### config.mk
export PLATFORM = sky130hd
export DESIGN_NAME = iir_sos_cascade
export DESIGN_NICKNAME = d
export VERILOG_FILES = /design/src/rtl/iir_sos_cascade.sv
export SDC_FILE = /design/constraint.sdc
export NUM_CORES = 2
export LEC_CHECK = 0
export CORE_UTILIZATION = 57
export DETAILED_ROUTE_END_ITERATION = 7
export MAX_ROUTING_LAYER = met4
export PLACE_DENSITY = 0.84
export SYNTH_ARGS = -nofsm -noshare
export SYNTH_HDL_FRONTEND = slang
export SYNTH_SLANG_ARGS = --single-unit
### constraint.sdc
create_clock -name clk -period 27 [get_ports clk]
set_input_delay 2.7 -clock clk [delete_from_list [all_inputs] [get_ports clk]]
set_output_delay 2.7 -clock clk [all_outputs]
set_load 0.005 [all_outputs]
### src/rtl/iir_sos_cascade.sv
// Cascade of NUM_STAGES direct-form-I biquads sharing one multiplier, with host-loaded coefficients.
// Define SOS_SATURATE_EN to clamp rounded results; otherwise they wrap to DATA_SIZE bits.
module iir_sos_cascade #(
    parameter int COEF_SIZE  = 20,
    parameter int COEF_FRAC  = 18,
    parameter int DATA_SIZE  = 24,
    parameter int NUM_STAGES = 4
) (
    input  logic                              clk,
    input  logic                              reset,
    input  logic [DATA_SIZE-1:0]              data_in,
    input  logic                              sample_trig,
    output logic [DATA_SIZE-1:0]              data_out,
    output logic                              filter_done,
    output logic                              busy,
    output logic                              overrun,
    input  logic                              coef_we,
    input  logic [$clog2(NUM_STAGES)+2:0]     coef_addr,
    input  logic [COEF_SIZE-1:0]              coef_data
);

    localparam int PROD_W = COEF_SIZE + DATA_SIZE;
    localparam int ACC_W  = PROD_W + 3;
    localparam int ADDR_W = $clog2(NUM_STAGES) + 3;
    localparam int STG_W  = (NUM_STAGES > 1) ? $clog2(NUM_STAGES) : 1;

    localparam logic [2:0] S_IDLE   = 3'd0;
    localparam logic [2:0] S_MAC    = 3'd1;
    localparam logic [2:0] S_SCALE  = 3'd2;
    localparam logic [2:0] S_UPDATE = 3'd3;
    localparam logic [2:0] S_DONE   = 3'd4;

    localparam logic [STG_W-1:0] LAST_STAGE = STG_W'(NUM_STAGES - 1);
    localparam logic signed [COEF_SIZE-1:0] COEF_ONE =
        {{(COEF_SIZE-COEF_FRAC-1){1'b0}}, 1'b1, {COEF_FRAC{1'b0}}};
    localparam logic signed [ACC_W:0] RND_C =
        {{(ACC_W-COEF_FRAC+1){1'b0}}, 1'b1, {(COEF_FRAC-1){1'b0}}};
    localparam logic signed [ACC_W:0] SAT_MAX =
        {{(ACC_W-DATA_SIZE+2){1'b0}}, {(DATA_SIZE-1){1'b1}}};
    localparam logic signed [ACC_W:0] SAT_MIN =
        {{(ACC_W-DATA_SIZE+2){1'b1}}, {(DATA_SIZE-1){1'b0}}};

    // Round half up at the binary point, then clamp or wrap to the sample width.
    function automatic logic signed [DATA_SIZE-1:0] round_fn(input logic signed [ACC_W-1:0] a);
        logic signed [ACC_W:0] t;
        logic signed [ACC_W:0] sh;
        t  = {a[ACC_W-1], a} + RND_C;
        sh = t >>> COEF_FRAC;
`ifdef SOS_SATURATE_EN
        if (sh > SAT_MAX) begin
            return SAT_MAX[DATA_SIZE-1:0];
        end else if (sh < SAT_MIN) begin
            return SAT_MIN[DATA_SIZE-1:0];
        end else begin
            return sh[DATA_SIZE-1:0];
        end
`else
        return sh[DATA_SIZE-1:0];
`endif
    endfunction

    logic signed [COEF_SIZE-1:0] coef_q [NUM_STAGES][6];
    logic signed [DATA_SIZE-1:0] x1_q [NUM_STAGES];
    logic signed [DATA_SIZE-1:0] x2_q [NUM_STAGES];
    logic signed [DATA_SIZE-1:0] v1_q [NUM_STAGES];
    logic signed [DATA_SIZE-1:0] v2_q [NUM_STAGES];

    logic [2:0]                  state_q, state_d;
    logic [STG_W-1:0]            stage_q, stage_d;
    logic [2:0]                  tap_q, tap_d;
    logic signed [ACC_W-1:0]     acc_q, acc_d;
    logic signed [DATA_SIZE-1:0] x_q, x_d, v_q, v_d, y_q, y_d, dout_q, dout_d;
    logic                        done_q, done_d, busy_q, busy_d, ovr_q, ovr_d;

    logic signed [COEF_SIZE-1:0] mul_a_s;
    logic signed [DATA_SIZE-1:0] mul_b_s;
    logic signed [PROD_W-1:0]    prod_s;
    logic signed [ACC_W-1:0]     prod_ext_s;
    logic signed [DATA_SIZE-1:0] v_s, y_s;
    logic [ADDR_W-1:0]           wr_stage_s;
    logic                        wr_ok_s;

    // Multiplier operand select: the five taps during MAC, then GAIN times v during SCALE.
    always_comb begin
        mul_a_s = '0;
        mul_b_s = '0;
        case (state_q)
            S_MAC: begin
                case (tap_q)
                    3'd0:    begin mul_a_s = coef_q[stage_q][0]; mul_b_s = x_q;             end
                    3'd1:    begin mul_a_s = coef_q[stage_q][1]; mul_b_s = x1_q[stage_q];   end
                    3'd2:    begin mul_a_s = coef_q[stage_q][2]; mul_b_s = x2_q[stage_q];   end
                    3'd3:    begin mul_a_s = coef_q[stage_q][3]; mul_b_s = v1_q[stage_q];   end
                    3'd4:    begin mul_a_s = coef_q[stage_q][4]; mul_b_s = v2_q[stage_q];   end
                    default: begin mul_a_s = '0;                 mul_b_s = '0;              end
                endcase
            end
            S_SCALE: begin
                mul_a_s = coef_q[stage_q][5];
                mul_b_s = v_s;
            end
            default: begin
                mul_a_s = '0;
                mul_b_s = '0;
            end
        endcase
    end

    assign prod_s     = mul_a_s * mul_b_s;
    assign prod_ext_s = {{3{prod_s[PROD_W-1]}}, prod_s};
    assign v_s        = round_fn(acc_q);
    assign y_s        = round_fn(prod_ext_s);

    assign wr_stage_s = coef_addr >> 3;
    assign wr_ok_s    = coef_we && (state_q == S_IDLE) && (coef_addr[2:0] < 3'd6) &&
                        ({{(32-ADDR_W){1'b0}}, wr_stage_s} < NUM_STAGES);

    // Sequencer and datapath next-state.
    always_comb begin
        state_d = state_q;
        stage_d = stage_q;
        tap_d   = tap_q;
        acc_d   = acc_q;
        x_d     = x_q;
        v_d     = v_q;
        y_d     = y_q;
        dout_d  = dout_q;
        done_d  = 1'b0;
        ovr_d   = ovr_q | (sample_trig & (state_q != S_IDLE));
        case (state_q)
            S_IDLE: begin
                if (sample_trig) begin
                    state_d = S_MAC;
                    stage_d = '0;
                    tap_d   = 3'd0;
                    x_d     = data_in;
                end else begin
                    state_d = S_IDLE;
                end
            end
            S_MAC: begin
                if (tap_q == 3'd0) begin
                    acc_d = prod_ext_s;
                end else if (tap_q < 3'd3) begin
                    acc_d = acc_q + prod_ext_s;
                end else begin
                    acc_d = acc_q - prod_ext_s;
                end
                if (tap_q == 3'd4) begin
                    state_d = S_SCALE;
                    tap_d   = 3'd0;
                end else begin
                    tap_d   = tap_q + 3'd1;
                end
            end
            S_SCALE: begin
                v_d     = v_s;
                y_d     = y_s;
                state_d = S_UPDATE;
            end
            S_UPDATE: begin
                x_d = y_q;
                if (stage_q == LAST_STAGE) begin
                    state_d = S_DONE;
                    dout_d  = y_q;
                    done_d  = 1'b1;
                end else begin
                    stage_d = stage_q + STG_W'(1);
                    state_d = S_MAC;
                end
            end
            S_DONE:  state_d = S_IDLE;
            default: state_d = S_IDLE;
        endcase
        busy_d = (state_d != S_IDLE);
    end

    // Control and datapath registers.
    always_ff @(posedge clk) begin
        if (reset) begin
            state_q <= S_IDLE;
            stage_q <= '0;
            tap_q   <= 3'd0;
            acc_q   <= '0;
            x_q     <= '0;
            v_q     <= '0;
            y_q     <= '0;
            dout_q  <= '0;
            done_q  <= 1'b0;
            busy_q  <= 1'b0;
            ovr_q   <= 1'b0;
        end else begin
            state_q <= state_d;
            stage_q <= stage_d;
            tap_q   <= tap_d;
            acc_q   <= acc_d;
            x_q     <= x_d;
            v_q     <= v_d;
            y_q     <= y_d;
            dout_q  <= dout_d;
            done_q  <= done_d;
            busy_q  <= busy_d;
            ovr_q   <= ovr_d;
        end
    end

    // Coefficient file and per-stage history; reset restores pass-through sections.
    always_ff @(posedge clk) begin
        if (reset) begin
            for (int s = 0; s < NUM_STAGES; s++) begin
                coef_q[s][0] <= COEF_ONE;
                coef_q[s][1] <= '0;
                coef_q[s][2] <= '0;
                coef_q[s][3] <= '0;
                coef_q[s][4] <= '0;
                coef_q[s][5] <= COEF_ONE;
                x1_q[s]      <= '0;
                x2_q[s]      <= '0;
                v1_q[s]      <= '0;
                v2_q[s]      <= '0;
            end
        end else begin
            if (wr_ok_s) begin
                coef_q[wr_stage_s[STG_W-1:0]][coef_addr[2:0]] <= coef_data;
            end
            if (state_q == S_UPDATE) begin
                x2_q[stage_q] <= x1_q[stage_q];
                x1_q[stage_q] <= x_q;
                v2_q[stage_q] <= v1_q[stage_q];
                v1_q[stage_q] <= v_q;
            end
        end
    end

    assign data_out    = dout_q;
    assign filter_done = done_q;
    assign busy        = busy_q;
    assign overrun     = ovr_q;

endmodule

# Word level (Yosys, flattened, before mapping)
# Memories as Yosys holds them, arrays and structs flattened. A register that Yosys moved wholly into a read port is not among the register bits.
# Cells that the tools add are included.
# Widths: inputs -> output; s select.
[op_classes]
add_sub_neg = 6
multipliers = 1
magnitude_cmp = 5
n_eq_ne = 10
n_mux = 54
bitwise = 4
reduce_logical = 20
[ops]
columns = ["cell", "count"]
rows = [
  ["$mux 120", 3],
  ["$mux 24", 5],
  ["$pmux 24 s5", 1],
  ["$reduce_or 120->1", 1],
  ["$pmux 20 s5", 1],
  ["$pmux 24 s2", 2],
  ["$reduce_or 24->1", 4],
  ["$mux 47", 2],
  ["$add 42x19->42 const B", 2],
  ["$demux 20 s3", 1],
  ["$add 47x44->47", 1],
  ["$sub 47x44->47", 1],
  ["$mul 20x24->44", 1],
  ["$pmux 20 s2", 1],
  ["$mux 2", 17],
  ["$mux 20", 1],
  ["$mux 1", 13],
  ["$eq 3x2->1 const B", 4],
  ["$mux 3", 4],
  ["$pmux 3 s4", 1],
  ["$eq 3x1->1 const B", 2],
  ["$logic_not 3->1", 2],
  ["$pmux 3 s2", 1],
  ["$reduce_and 2->1", 3],
  ["other kinds (20)", 26],
]
[totals]
ff_bits = 154
mem_bits_rw = 864
input_bits = 53
mem_count = 5
[memory_table]
columns = ["memory", "depth", "width", "rd", "rd_clocked_by_memory_dff", "write_ports", "line_no", "source"]
rows = [
  ["coef_q", 4, 120, 1, 1, 4, "62", "logic signed [COEF_SIZE-1:0] coef_q [NUM_STAGES][6];"],
  ["v1_q", 4, 24, 1, 1, 4, "65", "logic signed [DATA_SIZE-1:0] v1_q [NUM_STAGES];"],
  ["v2_q", 4, 24, 1, 1, 4, "66", "logic signed [DATA_SIZE-1:0] v2_q [NUM_STAGES];"],
  ["x1_q", 4, 24, 1, 1, 4, "63", "logic signed [DATA_SIZE-1:0] x1_q [NUM_STAGES];"],
  ["x2_q", 4, 24, 1, 1, 4, "64", "logic signed [DATA_SIZE-1:0] x2_q [NUM_STAGES];"],
]

# Longest topological paths before layout
[logic_depth]
depth_word = 9
mapped_depth = 56
mapped_depth_nobuf = 49

# Worst setup path before layout
# No wires, ideal clock.
[synth_timing]
path_type = "register to register"
startpoint = "register (tool-made name)"
endpoint = "register acc_q[39]"
setup_ns = 0.132
t_arrival_ns = 12.513
required_ns = 26.868
setup_slack_ns = 14.355
stages_incl_launch_ff = 51
n_path_buf = 9
cell_sequence = "dfxtp_1 > clkbuf_1 > buf_2 > buf_2 > buf_2 > buf_2 > buf_2 > buf_1 > buf_1 > mux4_2 > a21oi_1 > o21ai_0 > a22oi_1 > clkbuf_1 > nor2_1 > fa_1 > inv_1 > fa_1 > [15 not listed] > or4_4 > nor3_1 > nor2_1 > xor2_1 > ha_1 > a21o_1 > a21oi_1 > o21bai_1 > nand2b_1 > o21ai_0 > a21oi_1 > a211oi_1 > o21bai_1 > a21oi_1 > o21bai_1 > xor2_1 > a211oi_1 > nor3_1"
[synth_rtl]
columns = ["element", "line_no", "source"]
rows = [
  ["end signal: assignment", "184", "acc_q <= '0;"],
  ["end signal: assignment", "196", "acc_q <= acc_d;"],
  ["end: declaration", "71", "logic signed [ACC_W-1:0] acc_q, acc_d;"],
]

==> impl_metrics.csv <==
group,metric,value,unit
grt,grtUsageTotal,31.9,%
sta,setup_ws,12.15,ns
placed_design,gp_congestion,0.999,
routing,drt_iter0_drc,5340,
pwr,leakagePower,28.2,nW
critical_path,critPathArrivalTime,15.36,ns
grt,top_usage_layer,"met2",
grt,grtUsageMet1,39.5,%
clocking,postCtsSetupBuffers,0,
critical_path,critPathBufInv,10,
synth,postSynthCellCount,5792,
critical_path,max_stage_delay,0.99,ns
clocking,clk_latency,0.70,ns
clocking,hold_buffers,0,
die,die-area,0.117,mm²
die,die_h,342,µm
sta,fmax,67.3,MHz
hold_path,min_path_type,"reg -> reg",
cells_and_area,final_common_cell,"and2_1",
hold_path,worstHoldStart,"y_q[17]",
die,coreArea,0.115,mm²
outcome,violations,"DRC",
routing,vias,45600,
critical_path,critical_path_class,"reg -> reg",
cells_and_area,final_area,0.0713,mm²
placed_design,dpl_cell_area,0.0682,mm²
grt,grt_pass1_vias,46100,
sta,maxSlewHeadroom,15.1,%
critical_path,critPathMaxFanout,36,
cells_and_area,num_antenna_cells,0,
sta,rsz0062_at_grt,"false",
clocking,ctsLongestPathBuffers,3,
routing,drc,10,
synth,synth_area,0.0660,mm²
grt,grt_pass1_wl,272,mm
synth,synthArstFlopShare,0,%
critical_path,critPathSlowestCell,"o21ai_0",
clocking,clk_pin_slew,0.06,ns
synth,ys_warn_count,0,
clocking,cts_root_buffer,"clkbuf_16",
pwr,irDropWorstVdd,0.0584,mV
sta,timing.final.crit_share,55.0,%
placed_design,post-place-ws,12.34,ns
clocking,h-tree-depth,3,
sta,tightestPinTransition,1.26,ns
die,die_w,342,µm
synth,synth_fp_nets,6485,
sta,hold_violations,0,
cells_and_area,fin_util,62.2,%
outcome,outcome,"finished, violations left",
pwr,power,3.77,mW
synth,synth_ff_type,"edfxtp_1",
job,drv_cap,0,
cells_and_area,nets,6398,
clocking,post_cts_resized,0,
sta,setup_tns,0,ns
sta,skew,0.0529,ns
sta,setup_violations,0,
synth,avgSynthCellArea,11.4,µm²
die,rows,124,
sta,drv_slew,0,
synth,synth_edf_count,864,
placed_design,portBuffers,79,
routing,wire_per_inst,24.8,µm
pwr,power_density,52.8,mW/mm²
cells_and_area,syn2layout_area_growth,8.01,%
critical_path,crit_family,"compound AO/OA/AOI/OAI gates",
grt,grt_antenna_before_repair,2,
critical_path,cp-start-kind,"register",
die,ios,80,
routing,drtPass1Iterations,8,
critical_path,crit_required,27.51,ns
clocking,tritoncts,"built",
sta,fin_crit,14.85,ns
synth,ys_seq_area_share,43.9,%
critical_path,setup.worst_path.end_class,"register",
synth,synth.distinct_cells,89,
grt,grt.overflow.total,0,
grt,grtUsageMet2,50.3,%
cells_and_area,drive_gt1_share,9.59,%
grt,use_met3,7.02,%
clocking,cts_made_buffers,100,
grt,grt_max_degree,123,
routing,ant_nets,0,
placed_design,dp_hpwl,121,mm
routing,viasPerCell,6.24,
die,start_util,57.6,%
clocking,cts_sinks,1015,
routing,routed_wirelength,181,mm
synth,ys_ff_latch,1015,
cells_and_area,layout_common_cells,"and2_1 (867), edfxtp_1 (864), inv_1 (610)",
## tightest hold or removal path: cells and delay by family, from the launching register on
family          cells  cell delay [ns]
compound gates      1             0.05
flops               1             0.33
simple gates        1             0.06
## Yosys cell counts (6+ instances only)
master	count	share of area (%)
a211oi_1	50	0.57
a21o_1	54	0.61
a21oi_1	186	1.4
a222oi_1	10	0.15
a22o_1	32	0.42
a22oi_1	50	0.57
a311oi_1	39	0.52
a31oi_1	19	0.18
and2_1	869	8.2
and3_1	15	0.14
and4_1	10	0.13
buf_1	18	0.10
buf_2	64	0.49
clkbuf_1	278	1.6
dfxtp_1	151	4.6
edfxtp_1	864	39
fa_1	477	14
ha_1	163	3.1
inv_1	610	3.5
mux2i_1	24	0.36
mux4_2	211	7.2
nand2_1	468	2.7
nand2b_1	34	0.32
nand3_1	49	0.37
nand3b_1	6	0.068
nand4_1	20	0.19
nor2_1	460	2.6
nor2b_1	20	0.19
nor3_1	40	0.30
nor3b_1	8	0.091
nor4_1	9	0.085
o211ai_1	11	0.13
o21a_1	18	0.20
o21ai_0	100	0.76
o21ai_1	10	0.076
o21bai_1	13	0.15
o22ai_1	6	0.057
o31ai_1	7	0.080
or2_2	39	0.37
or3_1	25	0.24
or4_1	7	0.080
xnor2_1	97	1.3
xor2_1	68	0.90
## routing by layer
layer / wire length [µm] / vias up
met1: 64100 / 22700
met2: 86300 / 2856
li1: - / 19400
met3: 20900 / 633
met5: 0 / -
met4: 9540 / 0
## kinds of logic after synthesis
family                   synth area share [%]
adder cells (fa/ha/maj)                  17.5
AO/OA/AOI/OAI                            6.74
AND/OR/NAND/NOR                          16.3
multiplexers                             7.59
buffers and inverters                    5.75
flip-flops                               43.9
XOR/XNOR                                 2.19
## area by class of cell
| class | count | area [µm²] |
|---|---|---|
| Sequential cell | 1015 | 29000 |
| Tap cell | 1512 | 1890 |
| Timing Repair Buffer | 178 | 1560 |
| Clock buffer | 131 | 2680 |
| Clock inverter | 53 | 488 |
| Multi-Input combinational cell | 3797 | 33400 |
| Inverter | 613 | 2300 |
| Fill cell | 8371 | 43300 |
## metrics by stage
| step | std cells | hold WS, ns |
|---|---|---|
| after detailed placement | 7115 | 0.448 |
| after floorplan | 5792 | 0.436 |
| final | 7299 | 0.448 |
| after CTS | 7299 | 0.435 |
| after global routing | 7299 | 0.475 |
| after global placement | 7115 | 0.446 |
## registers in the layout, indices dropped and copies added, names as in the netlist, 24 cells and up, named ones only
name      flops
coef_q      480
v1_q         96
v2_q         96
x1_q         96
x2_q         96
acc_q        42
data_out     24
v_q          24
x_q          24
y_q          24
## worst paths after layout
kind	slack, ns	cells after the start	end
min	0.45	2	data_out[17]
max reg2reg	12.15	47	acc_q[39]
max	12.15	47	acc_q[39]
min reg2reg	0.45	2	data_out[17]
## report_power, final
group / total [mW] / internal (mW) / switching, mW
Sequential: 1.78 / 1.75 / 0.0288
Clock: 1.37 / 0.760 / 0.607
Combinational: 0.623 / 0.224 / 0.399
Total: 3.77 / 2.74 / 1.03
Note: power is estimated with default switching activity, not from simulation.
